File: config.mk
export PLATFORM = sky130hd
export DESIGN_NAME = fifo_uart_tx_flat
export DESIGN_NICKNAME = d
export VERILOG_FILES = /design/src/rtl/fifo_uart_tx_pkg.sv /design/src/rtl/fifo_uart_tx_if.sv /design/src/rtl/fifo_uart_tx_baud_cnt.sv /design/src/rtl/fifo_uart_tx.sv /design/src/flat_wrapper.sv
export SDC_FILE = /design/constraint.sdc
export NUM_CORES = 1
export LEC_CHECK = 0
export CAP_MARGIN = 20
export CORE_MARGIN = 2
export CORE_UTILIZATION = 40
export CTS_CLUSTER_DIAMETER = 40
export DETAILED_ROUTE_END_ITERATION = 10
export GPL_TIMING_DRIVEN = 1
export SYNTH_ARGS = -nofsm -noshare
export SYNTH_HDL_FRONTEND = slang
export SYNTH_SLANG_ARGS = --single-unit
File: constraint.sdc
create_clock -name clk -period 3.84 [get_ports clk]
set_clock_uncertainty 0.2 [all_clocks]
set_input_delay 0.96 -clock clk [delete_from_list [all_inputs] [get_ports clk]]
set_output_delay 0.96 -clock clk [all_outputs]
set_load 0.005 [all_outputs]
File: src/rtl/fifo_uart_tx_pkg.sv
// rtl/fifo_uart_tx_pkg.sv - shared types and sizes for the FIFO-fed UART transmitter
package fifo_uart_pkg;

  localparam int DATA_W        = 8;
  localparam int NUM_DATA_BITS = 8;

  typedef enum logic [2:0] {
    IDLE,
    FETCH,
    START,
    DATA,
    STOP
  } state_t;

endpackage

File: src/rtl/fifo_uart_tx_if.sv
// rtl/fifo_uart_tx_if.sv - FIFO read port, enable and serial-side signals of the transmitter
interface fifo_uart_tx_if;
  import fifo_uart_pkg::*;

  logic              en;
  logic              fifo_empty;
  logic              fifo_rd_en;
  logic [DATA_W-1:0] fifo_dout;
  logic              txd;
  logic              busy;
  logic [7:0]        frames_sent;

  // master is the transmitter; slave is the FIFO/host side feeding it
  modport master (
    input  en,
    input  fifo_empty,
    input  fifo_dout,
    output fifo_rd_en,
    output txd,
    output busy,
    output frames_sent
  );

  modport slave (
    output en,
    output fifo_empty,
    output fifo_dout,
    input  fifo_rd_en,
    input  txd,
    input  busy,
    input  frames_sent
  );

endinterface

File: src/rtl/fifo_uart_tx_baud_cnt.sv
// rtl/fifo_uart_tx_baud_cnt.sv - bit-period counter, ticks on the last cycle of each bit
module uart_baud_cnt #(
  parameter int CLK_DIV = 16
) (
  input  logic clk,
  input  logic rst,
  input  logic clr,
  output logic tick
);

  localparam int              CNT_W   = $clog2(CLK_DIV);
  localparam logic [CNT_W-1:0] CNT_MAX = CNT_W'(CLK_DIV - 1);

  logic [CNT_W-1:0] r_cnt;

  always_ff @(posedge clk) begin
    if (rst || clr) begin
      r_cnt <= '0;
    end else if (r_cnt == CNT_MAX) begin
      r_cnt <= '0;
    end else begin
      r_cnt <= r_cnt + 1'b1;
    end
  end

  assign tick = (r_cnt == CNT_MAX);

endmodule

File: src/rtl/fifo_uart_tx.sv
// rtl/fifo_uart_tx.sv - pops bytes from a 1-cycle-latency FIFO and sends them as UART 8N1 frames
module fifo_uart_tx
  import fifo_uart_pkg::*;
#(
  parameter int CLK_DIV = 16
) (
  input  logic           clk,
  input  logic           rst,
  fifo_uart_tx_if.master bus
);

  state_t            r_state;
  logic [DATA_W-1:0] r_shreg;
  logic [2:0]        r_bit_cnt;
  logic [7:0]        r_frames;
  logic              r_txd;
  logic              w_tick;
  logic              w_baud_clr;
  logic              w_rd_en;

  // Held clear through IDLE/FETCH so every timed state starts at count 0;
  // timed states leave on the wrap, so the counter is already 0 on entry.
  assign w_baud_clr = (r_state == IDLE) || (r_state == FETCH);

  assign w_rd_en = ~rst & (r_state == IDLE) & bus.en & ~bus.fifo_empty;

  uart_baud_cnt #(
    .CLK_DIV (CLK_DIV)
  ) u_baud (
    .clk  (clk),
    .rst  (rst),
    .clr  (w_baud_clr),
    .tick (w_tick)
  );

  always_ff @(posedge clk) begin
    if (rst) begin
      r_state   <= IDLE;
      r_shreg   <= '0;
      r_bit_cnt <= '0;
      r_frames  <= '0;
      r_txd     <= 1'b1;
    end else begin
      case (r_state)
        IDLE: begin
          if (w_rd_en) begin
            r_state <= FETCH;
          end
        end
        FETCH: begin
          r_shreg <= bus.fifo_dout;
          r_txd   <= 1'b0;
          r_state <= START;
        end
        START: begin
          if (w_tick) begin
            r_txd     <= r_shreg[0];
            r_bit_cnt <= '0;
            r_state   <= DATA;
          end
        end
        DATA: begin
          // txd is loaded with the bit that will be in shreg[0] after this shift
          if (w_tick) begin
            r_shreg <= r_shreg >> 1;
            if (r_bit_cnt == 3'(NUM_DATA_BITS - 1)) begin
              r_txd   <= 1'b1;
              r_state <= STOP;
            end else begin
              r_txd     <= r_shreg[1];
              r_bit_cnt <= r_bit_cnt + 3'd1;
            end
          end
        end
        STOP: begin
          if (w_tick) begin
            r_frames <= r_frames + 8'd1;
            r_state  <= IDLE;
          end
        end
        default: begin
          r_txd   <= 1'b1;
          r_state <= IDLE;
        end
      endcase
    end
  end

  assign bus.fifo_rd_en  = w_rd_en;
  assign bus.txd         = r_txd;
  assign bus.busy        = (r_state != IDLE);
  assign bus.frames_sent = r_frames;

endmodule

File: src/flat_wrapper.sv
// flat-port wrapper written by rule: the top's interface ports become plain ports
module fifo_uart_tx_flat import fifo_uart_pkg::*;
#(
  parameter int CLK_DIV = 16
)
  (clk, rst, bus_en, bus_fifo_empty, bus_fifo_dout, bus_fifo_rd_en, bus_txd, bus_busy, bus_frames_sent);
  fifo_uart_tx_if bus_i ();
  input  logic clk;
  input  logic rst;
  input wire logic [$bits(bus_i.en)-1:0] bus_en;
  input wire logic [$bits(bus_i.fifo_empty)-1:0] bus_fifo_empty;
  input wire logic [$bits(bus_i.fifo_dout)-1:0] bus_fifo_dout;
  output wire logic [$bits(bus_i.fifo_rd_en)-1:0] bus_fifo_rd_en;
  output wire logic [$bits(bus_i.txd)-1:0] bus_txd;
  output wire logic [$bits(bus_i.busy)-1:0] bus_busy;
  output wire logic [$bits(bus_i.frames_sent)-1:0] bus_frames_sent;
  assign bus_i.en = bus_en;
  assign bus_i.fifo_empty = bus_fifo_empty;
  assign bus_i.fifo_dout = bus_fifo_dout;
  assign bus_fifo_rd_en = bus_i.fifo_rd_en;
  assign bus_txd = bus_i.txd;
  assign bus_busy = bus_i.busy;
  assign bus_frames_sent = bus_i.frames_sent;
  fifo_uart_tx #(.CLK_DIV(CLK_DIV)) u_core (.clk(clk), .rst(rst), .bus(bus_i));
endmodule
---- Word level (Yosys, flattened, before mapping) ----
Index checks and enable logic that the tools add are counted.
Widths: inputs -> output; s select.
storage, ports and cells
  register bits after elaboration ......... 27
  input port bits ......................... 12
  output and inout port bits .............. 11
cells by class
  $add $sub $neg .......................... 3
  eq/ne operators ......................... 12
  multiplexer cells ....................... 15
  bitwise operators ....................... 6
  reductions and logical operators ........ 13
operators by type and width
  kind                 number
  $mux 3               7
  $pmux 8 s2           1
  $pmux 3 s5           1
  $ne 2x2->1 const B   5
  $add 8x1->8 const B  1
  $mux 8               1
  $eq 3x2->1 const B   2
  $eq 3x3->1 const B   2
  $pmux 3 s2           1
  $reduce_and 5->1     1
  $add 4x1->4 const B  1
  $eq 4x4->1 const B   1
  $pmux 1 s4           1
  $reduce_and 2->1     2
  $reduce_and 4->1     1
  $reduce_bool 2->1    2
  $reduce_or 2->1      2
  $add 3x1->3 const B  1
  $and 1x1->1          3
  $eq 3x1->1 const B   1
  $logic_not 3->1      1
  $mux 1               3
  $not 1->1            3
  $reduce_and 3->1     1
  other kinds (3)      4

---- Logic depth before layout (Yosys ltp) ----
Gate-level depths: netlist of run 1.
  depth after elaboration ................. 6
  gate-level depth with buffers ........... 7
  depth with buffers taken out ............ 6

---- Cells and area by module ----
From an unflattened synthesis of run 1, not the netlist that was laid out.
unflattened totals
  cell total of the unflattened synthesis .. 149
  area, all modules ....................... 1,290.0 µm²
by module, submodules not included
  module         instances  cells an instance  area an instance (µm²)  sequential area each (µm²)
  fifo_uart_tx   1          133                1,132.3                 460.4
  uart_baud_cnt  1          16                 157.7                   80.1

---- Least setup slack after synthesis of run 1 ----
Ideal clock, no wire load.
  kind .................................... input-to-output
  start ................................... input port rst
  end ..................................... output port bus_fifo_rd_en
  data arrival time ....................... 1,389 ps
  slack ................................... 1,291 ps
  stages on the path ...................... 3
  cell sequence ........................... clkbuf_1 -> nor2_1 -> and3_1
on the way
  longest elaborated chain between the ends .. 4
RTL lines
  element                   line                RTL
  start: declaration        flat_wrapper.sv:9   input logic rst;
  $not 1->1                 fifo_uart_tx.sv:25  assign w_rd_en = ~rst & (r_state == IDLE) & bus.en & ~bus.fifo_empty;
  $and 1x1->1 (3 in a row)  fifo_uart_tx.sv:25
  end: declaration          flat_wrapper.sv:13  output wire logic [$bits(bus_i.fifo_rd_en)-1:0] bus_fifo_rd_en;
No other way between the ends.

---- Final worst setup path of run 1 ----
  start ................................... input port bus_en
  end ..................................... output port bus_fifo_rd_en
on the way
  longest elaborated chain between the ends .. 2
RTL lines
  element                   line                RTL
  start: declaration        flat_wrapper.sv:10  input wire logic [$bits(bus_i.en)-1:0] bus_en;
  $and 1x1->1 (2 in a row)  fifo_uart_tx.sv:25
No other way between the ends.

==> results.toml, run 1 <==
[run_status]
outcome = "finished, final reports clean"

[place]
detailedPlace.worstSlack_ns = 0.482
gp_congestion = 0.753
dp_hpwl_mm = 1.89
portBuffers = 22
placedCellCount = 204

[timing]
worst_pin_slew_ns = 0.498
grt_setup_unrepaired = "no"
setup_ws_ns = 0.482
setup_viol = 0
hold_viol = 0
fin_crit_sh_pct = 87.4
final.setup.tns_ns = 0
max_slew_margin_pct = 66.7
max_freq_mhz = 298
min_period_ns = 3.36
drv_slew = 0

[clock_network]
clockBufferDepth = 2
cts_tree = "yes"
clkTransAtPathRegs_ns = 0.14
cts_made_buffers = 3
cts.repair.resized = 0
hold_buffers = 0
h-tree-depth = 1
cts.sinks = 27
cts_root_buffer = "clkbuf_4"
post_cts.repair.setup_buffers = 0
clock_latency_ns = 0.32

[setup_path]
reg2reg_depth = 5
arrival_ns = 2.20
worstPathMaxFanout = 2
worstSetupPathType = "input port to output port"
reg2reg_slack_ns = 1.72
rr_startpoint = "u_core.u_baud.r_cnt[0]$_SDFF_PP0_"
cp-start-kind = "input port"
cp.required_ns = 2.68
rr_endpoint = "u_core.bus.frames_sent[7]$_SDFFE_PP0P_"
endpoint_kind = "output port"

[layout]
syn_to_final_growth_pct = 19.5
n_antenna_cell = 0
drive_gt1_share_pct = 6.10
layout.nets = 181
fin_cells = 208
fin_util_pct = 51.0

[run]
drv_cap = 0

[routing]
vias_per_cell = 5.27
drtAntennaViolNets = 0
drcViolationCount = 0
via_count = 1096
drt_iter0_markers = 65
wirelength_mm = 2.60
post_drt_wl_per_cell_um = 12.5
drtPass1Iterations = 4

[power]
power_leakage_nw = 0.571
power_density_nw_per_um2 = 297
ir_drop_mv = 0.203

[global_routing]
grt_first_pass_wirelength_mm = 4.44
grt_pass1_vias = 1005
grtUsageMet3_pct = 4.41
busiest_layer = "met2"
grt_overflow = 0
grtUsageTotal_pct = 15.6
met1_usage_pct = 20.9
grt_max_degree = 25
antenna_found_initial = 0
grtUsageMet2_pct = 24.8

[synth]
syn_area_sq_um = 1310
synth_cell_types = 34
synthCells = 147
ys.warnings.count = 0
synth-edff-count = 0
synth.avg_cell_area_sq_um = 8.94
synth.yosys.seq_area_share_pct = 41.1
synthFlopType = "dfxtp_1"
synth_seq_cells = 27
synth_nets = 163
synthArstFlopShare_pct = 0

[floorplan]
rows = 20
die_x_um = 61.3
dieArea_sq_um = 3760
io_pins = 23
initial_core_util_pct = 42.7
coreArea_sq_um = 3080
die_h_um = 61.3

[hold_path]
hp-start = "u_core.u_baud.r_cnt[0]$_SDFF_PP0_"
hold_end = "u_core.u_baud.r_cnt[0]$_SDFF_PP0_"
min_delay_path_depth = 1
holdCritPathClass = "flip-flop to flip-flop"
-- how the worst max path moves through the flow --
| stage | from | to | slack [ns] | cells after the start |
|---|---|---|---|---|
| after floorplan | rst | bus_fifo_rd_en | 1.29 | 3 |
| after global placement | bus_en | bus_fifo_rd_en | 0.50 | 4 |
| after detailed placement | bus_en | bus_fifo_rd_en | 0.48 | 4 |
| after CTS | bus_en | bus_fifo_rd_en | 0.47 | 4 |
| after global routing | bus_en | bus_fifo_rd_en | 0.44 | 4 |
| final | bus_en | bus_fifo_rd_en | 0.48 | 4 |
-- cells in the mapped netlist, drive strengths merged (2+ instances only) --
cell / number / area (sq um)
nor3: 5 / 30.0
a31oi: 3 / 18.8
xor2: 2 / 17.5
nand2: 7 / 26.3
and3: 4 / 25.0
buf: 2 / 22.5
a21oi: 13 / 65.1
dfxtp: 27 / 541
nand2b: 3 / 18.8
nor2: 15 / 56.3
ha: 4 / 50.1
o21ai: 12 / 60.1
clkbuf: 8 / 30.0
nor2b: 3 / 18.8
a22oi: 8 / 60.1
xnor2: 6 / 52.6
nor3b: 2 / 15.0
nand3: 8 / 50.1
nor4: 3 / 63.8
-- power by group --
group          switching [mW]  internal (mW)
combinational          0.0223         0.0248
sequential            0.00785          0.287
clock                  0.0833         0.0407
total                   0.113          0.353
-- final cells by class --
cell class                      count  area [sq um]
Tap cell                           44          55.1
Inverter                            1          3.75
Clock buffer                        4          26.3
Timing Repair Buffer               23           228
Multi-Input combinational cell    109           717
Sequential cell                    27           541
Fill cell                         311          1510
-- layout by cell type (no fill, tap or decap), types with 3 or more instances in the layout --
master           instances
nor2_1                  15
o21ai_1                  3
o21ai_0                  9
a22oi_1                  8
nand2_1                  7
a31oi_1                  3
a21oi_1                 13
and3_1                   4
nand3_1                  6
dfxtp_1                 27
ha_1                     4
clkdlybuf4s50_1         22
nor2b_1                  3
xnor2_1                  6
clkbuf_4                 3
nand2b_1                 3
nor3_1                   4
nor4_4                   3
-- critical path: stages --
cell and delay (ns):
clkdlybuf4s50_1 0.44, nor2b_1 0.13, and3_1 0.16, clkdlybuf4s50_1 0.50
-- through the flow --
| stage | instance area, sq um | total power, mW | hold WS [ns] |
|---|---|---|---|
| finish | 1570 | 0.466 | 0.272 |
| global route | 1570 | 0.490 | 0.301 |
| CTS | 1570 | 0.472 | 0.275 |
| detailed placement | 1540 | 0.349 | 0.255 |
| global placement | 1540 | 0.348 | 0.247 |
| floorplan | 1310 | 0.325 | 0.229 |
-- flip-flops by register name, indices dropped and copies added (netlist names) --
signal	flops
u_core.bus.frames_sent	8
u_core.r_shreg	8
u_core.u_baud.r_cnt	4
u_core.r_bit_cnt	3
u_core.r_state	3
u_core.bus.txd	1
-- routing by layer --
metal / share of wire, % / wire length (um)
met3: 3.4 / 88
met2: 47 / 1230
met5: 0 / 0
met4: 0.81 / 21
met1: 49 / 1270
-- logic make-up after synthesis --
logic type                 Yosys count  share of synthesized area [%]
muxes                                1                          0.762
xor gates and xnor gates             8                           5.33
adders and majority gates            4                           3.81
buffers and inverters               11                           4.29
AOI/OAI and AO/OA                   40                           18.1
and+or+nand+nor                     56                           26.6
DFF                                 27                           41.1
(Power assumes the default switching activity.)
==> inputs of run 2 (changes only) <==
--- a/config.mk
+++ b/config.mk
@@ -11,6 +11,7 @@
 export CTS_CLUSTER_DIAMETER = 40
 export DETAILED_ROUTE_END_ITERATION = 10
 export GPL_TIMING_DRIVEN = 1
+export SLEW_MARGIN = 15
 export SYNTH_ARGS = -nofsm -noshare
 export SYNTH_HDL_FRONTEND = slang
 export SYNTH_SLANG_ARGS = --single-unit
==> results of run 2 <==
No change in the layout: final DEF, timing and power equal those of run 1.
==> inputs of run 3 (changes only) <==
--- a/config.mk
+++ b/config.mk
@@ -5,12 +5,14 @@
 export SDC_FILE = /design/constraint.sdc
 export NUM_CORES = 1
 export LEC_CHECK = 0
-export CAP_MARGIN = 20
+export CAP_MARGIN = 10
 export CORE_MARGIN = 2
-export CORE_UTILIZATION = 40
+export CORE_UTILIZATION = 55
 export CTS_CLUSTER_DIAMETER = 40
 export DETAILED_ROUTE_END_ITERATION = 10
 export GPL_TIMING_DRIVEN = 1
+export HOLD_SLACK_MARGIN = 0.08
+export PLACE_DENSITY = 0.83
 export SLEW_MARGIN = 15
 export SYNTH_ARGS = -nofsm -noshare
 export SYNTH_HDL_FRONTEND = slang
==> run 3 against run 2 <==
  * Utilization grew 19 points
  * Cell count shrank 7.7%
  * Final area shrank 1.0%
  * Clock-buffer cell count shrank 1
  * Flip-flop and latch count is the same
  * Die area shrank 26%
  * Fmax shrank 0.19%
  * Critical path type unchanged
  * Highest routed layer unchanged
==> results.toml, run 3 (synthesized netlist as in run 1, its figures left out) <==
[run_status]
outcome = "finished, final reports clean"

[layout]
fillCellCount = 197
syn_to_final_growth_pct = 18.3
n_antenna_cell = 0
layout_common_cells = "27 x dfxtp_1, 22 x clkdlybuf4s50_1, 15 x nor2_1"
register_area_sq_um = 541
drive_gt1_share_pct = 6.71
layout_commonest_cell = "dfxtp_1"
multi_input_area_sq_um = 717
layout.nets = 181

[floorplan]
dieArea_sq_um = 2800
initial_core_util_pct = 58.8
io_pins = 23
rows = 17
coreArea_sq_um = 2230
die_x_um = 52.9
die_h_um = 52.9

[routing]
vias_per_cell = 5.77
drcViolationCount = 0
drt_iter0_markers = 34
post_drt_wl_per_cell_um = 13.0
drtPass1Iterations = 4
drtAntennaViolNets = 0
wirelength_mm = 2.49
via_count = 1108

[clock_network]
h-tree-depth = 1
post_cts.repair.setup_buffers = 0
hold_buffers = 0
cts.repair.resized = 0
cts_tree = "yes"
cts_root_buffer = "clkbuf_4"
cts.sinks = 27
clkTransAtPathRegs_ns = 0.15
cts_made_buffers = 3
clockBufferDepth = 2
clock_latency_ns = 0.32

[setup_path]
endpoint_kind = "output port"
cp.required_ns = 2.68
worstPathMaxFanout = 2
arrival_ns = 2.20
cp-start-kind = "input port"
reg2reg_depth = 5
worstSetupPathType = "input port to output port"

[global_routing]
antenna_found_initial = 0
grtUsageTotal_pct = 20.8
grt_overflow = 0
grt_first_pass_wirelength_mm = 4.34
grt_max_degree = 25
grt_pass1_vias = 1004

[timing]
setup_ws_ns = 0.476
finalHoldWorstSlack_ns = 0.284
drv_slew = 0
min_period_ns = 3.36
setup_viol = 0
grt_setup_unrepaired = "no"
max_slew_margin_pct = 67.9
fin_crit_sh_pct = 87.6
max_freq_mhz = 297
final.setup.tns_ns = 0
worst_pin_slew_ns = 0.480
hold_viol = 0

[power]
pwr-share-comb_pct = 10.2
ir_drop_mv = 0.236
p_sw_uw = 110
pwr-share-seq_pct = 63.9
total_power_uw = 462
power_density_nw_per_um2 = 297
clkPwrFrac_pct = 25.9
p_int_uw = 352
switching_share_pct = 23.8
power_leakage_nw = 0.570

[hold_path]
holdCritPathClass = "flip-flop to flip-flop"
min_delay_path_depth = 2

[place]
portBuffers = 22
gp_congestion = 0.723
detailedPlace.worstSlack_ns = 0.476
dp_hpwl_mm = 1.85

[run]
drv_cap = 0
-- run 3: cell count changes in the layout (fill, tap and decap cells not counted) --
cell        change
clkbuf_1        -1
clkinvlp_4      +1
-- run 3: final timing paths --
path / end / start / slack [ns]
setup / recovery: bus_fifo_rd_en / bus_en / 0.48
hold / removal: u_core.r_bit_cnt[1]$_SDFFE_PP0P_ / u_core.r_bit_cnt[1]$_SDFFE_PP0P_ / 0.28
setup reg to reg: u_core.bus.frames_sent[7]$_SDFFE_PP0P_ / u_core.u_baud.r_cnt[0]$_SDFF_PP0_ / 1.72
hold reg to reg: u_core.r_bit_cnt[1]$_SDFFE_PP0P_ / u_core.r_bit_cnt[1]$_SDFFE_PP0P_ / 0.28
-- run 3: power groups by stage --
stage / clock (mW) / sequential, mW / combinational [mW]
after detailed placement: 0 / 0.301 / 0.0467
after global routing: 0.135 / 0.297 / 0.0522
after CTS: 0.127 / 0.295 / 0.0469
after floorplan: 0 / 0.297 / 0.0287
final: 0.119 / 0.295 / 0.0471
after global placement: 0 / 0.301 / 0.0456
-- run 3: final cells by class --
class / count / area share (%)
flip-flops and latches: 27 / 34.8
clock buffers: 3 / 1.45
clock inverters: 1 / 0.483
well taps: 28 / 2.25
repair buffers: 23 / 14.7
multi-input cells: 109 / 46.1
inverters: 1 / 0.242
-- run 3: metrics by stage --
stage	std cells	cell area [sq um]	utilization, %
final	192	1550	69.6
after global routing	192	1550	69.6
after CTS	192	1550	69.6
after detailed placement	188	1520	68.2
after global placement	188	1520	68.2
after floorplan	147	1310	-
-- run 3: routing by layer --
metal | global-route usage [%] | share of wire (%) | vias to the layer above
li1 | - | - | 560
met1 | 26.5 | 48 | 523
met2 | 35.6 | 48 | 21
met3 | 2.54 | 2.8 | 4
met4 | 8.12 | 1.4 | 0
met5 | 0 | 0 | -
-- run 3: critical path, cell delays in order --
cell and delay [ns]:
clkdlybuf4s50_1 0.45, nor2b_1 0.13, and3_1 0.16, clkdlybuf4s50_1 0.50
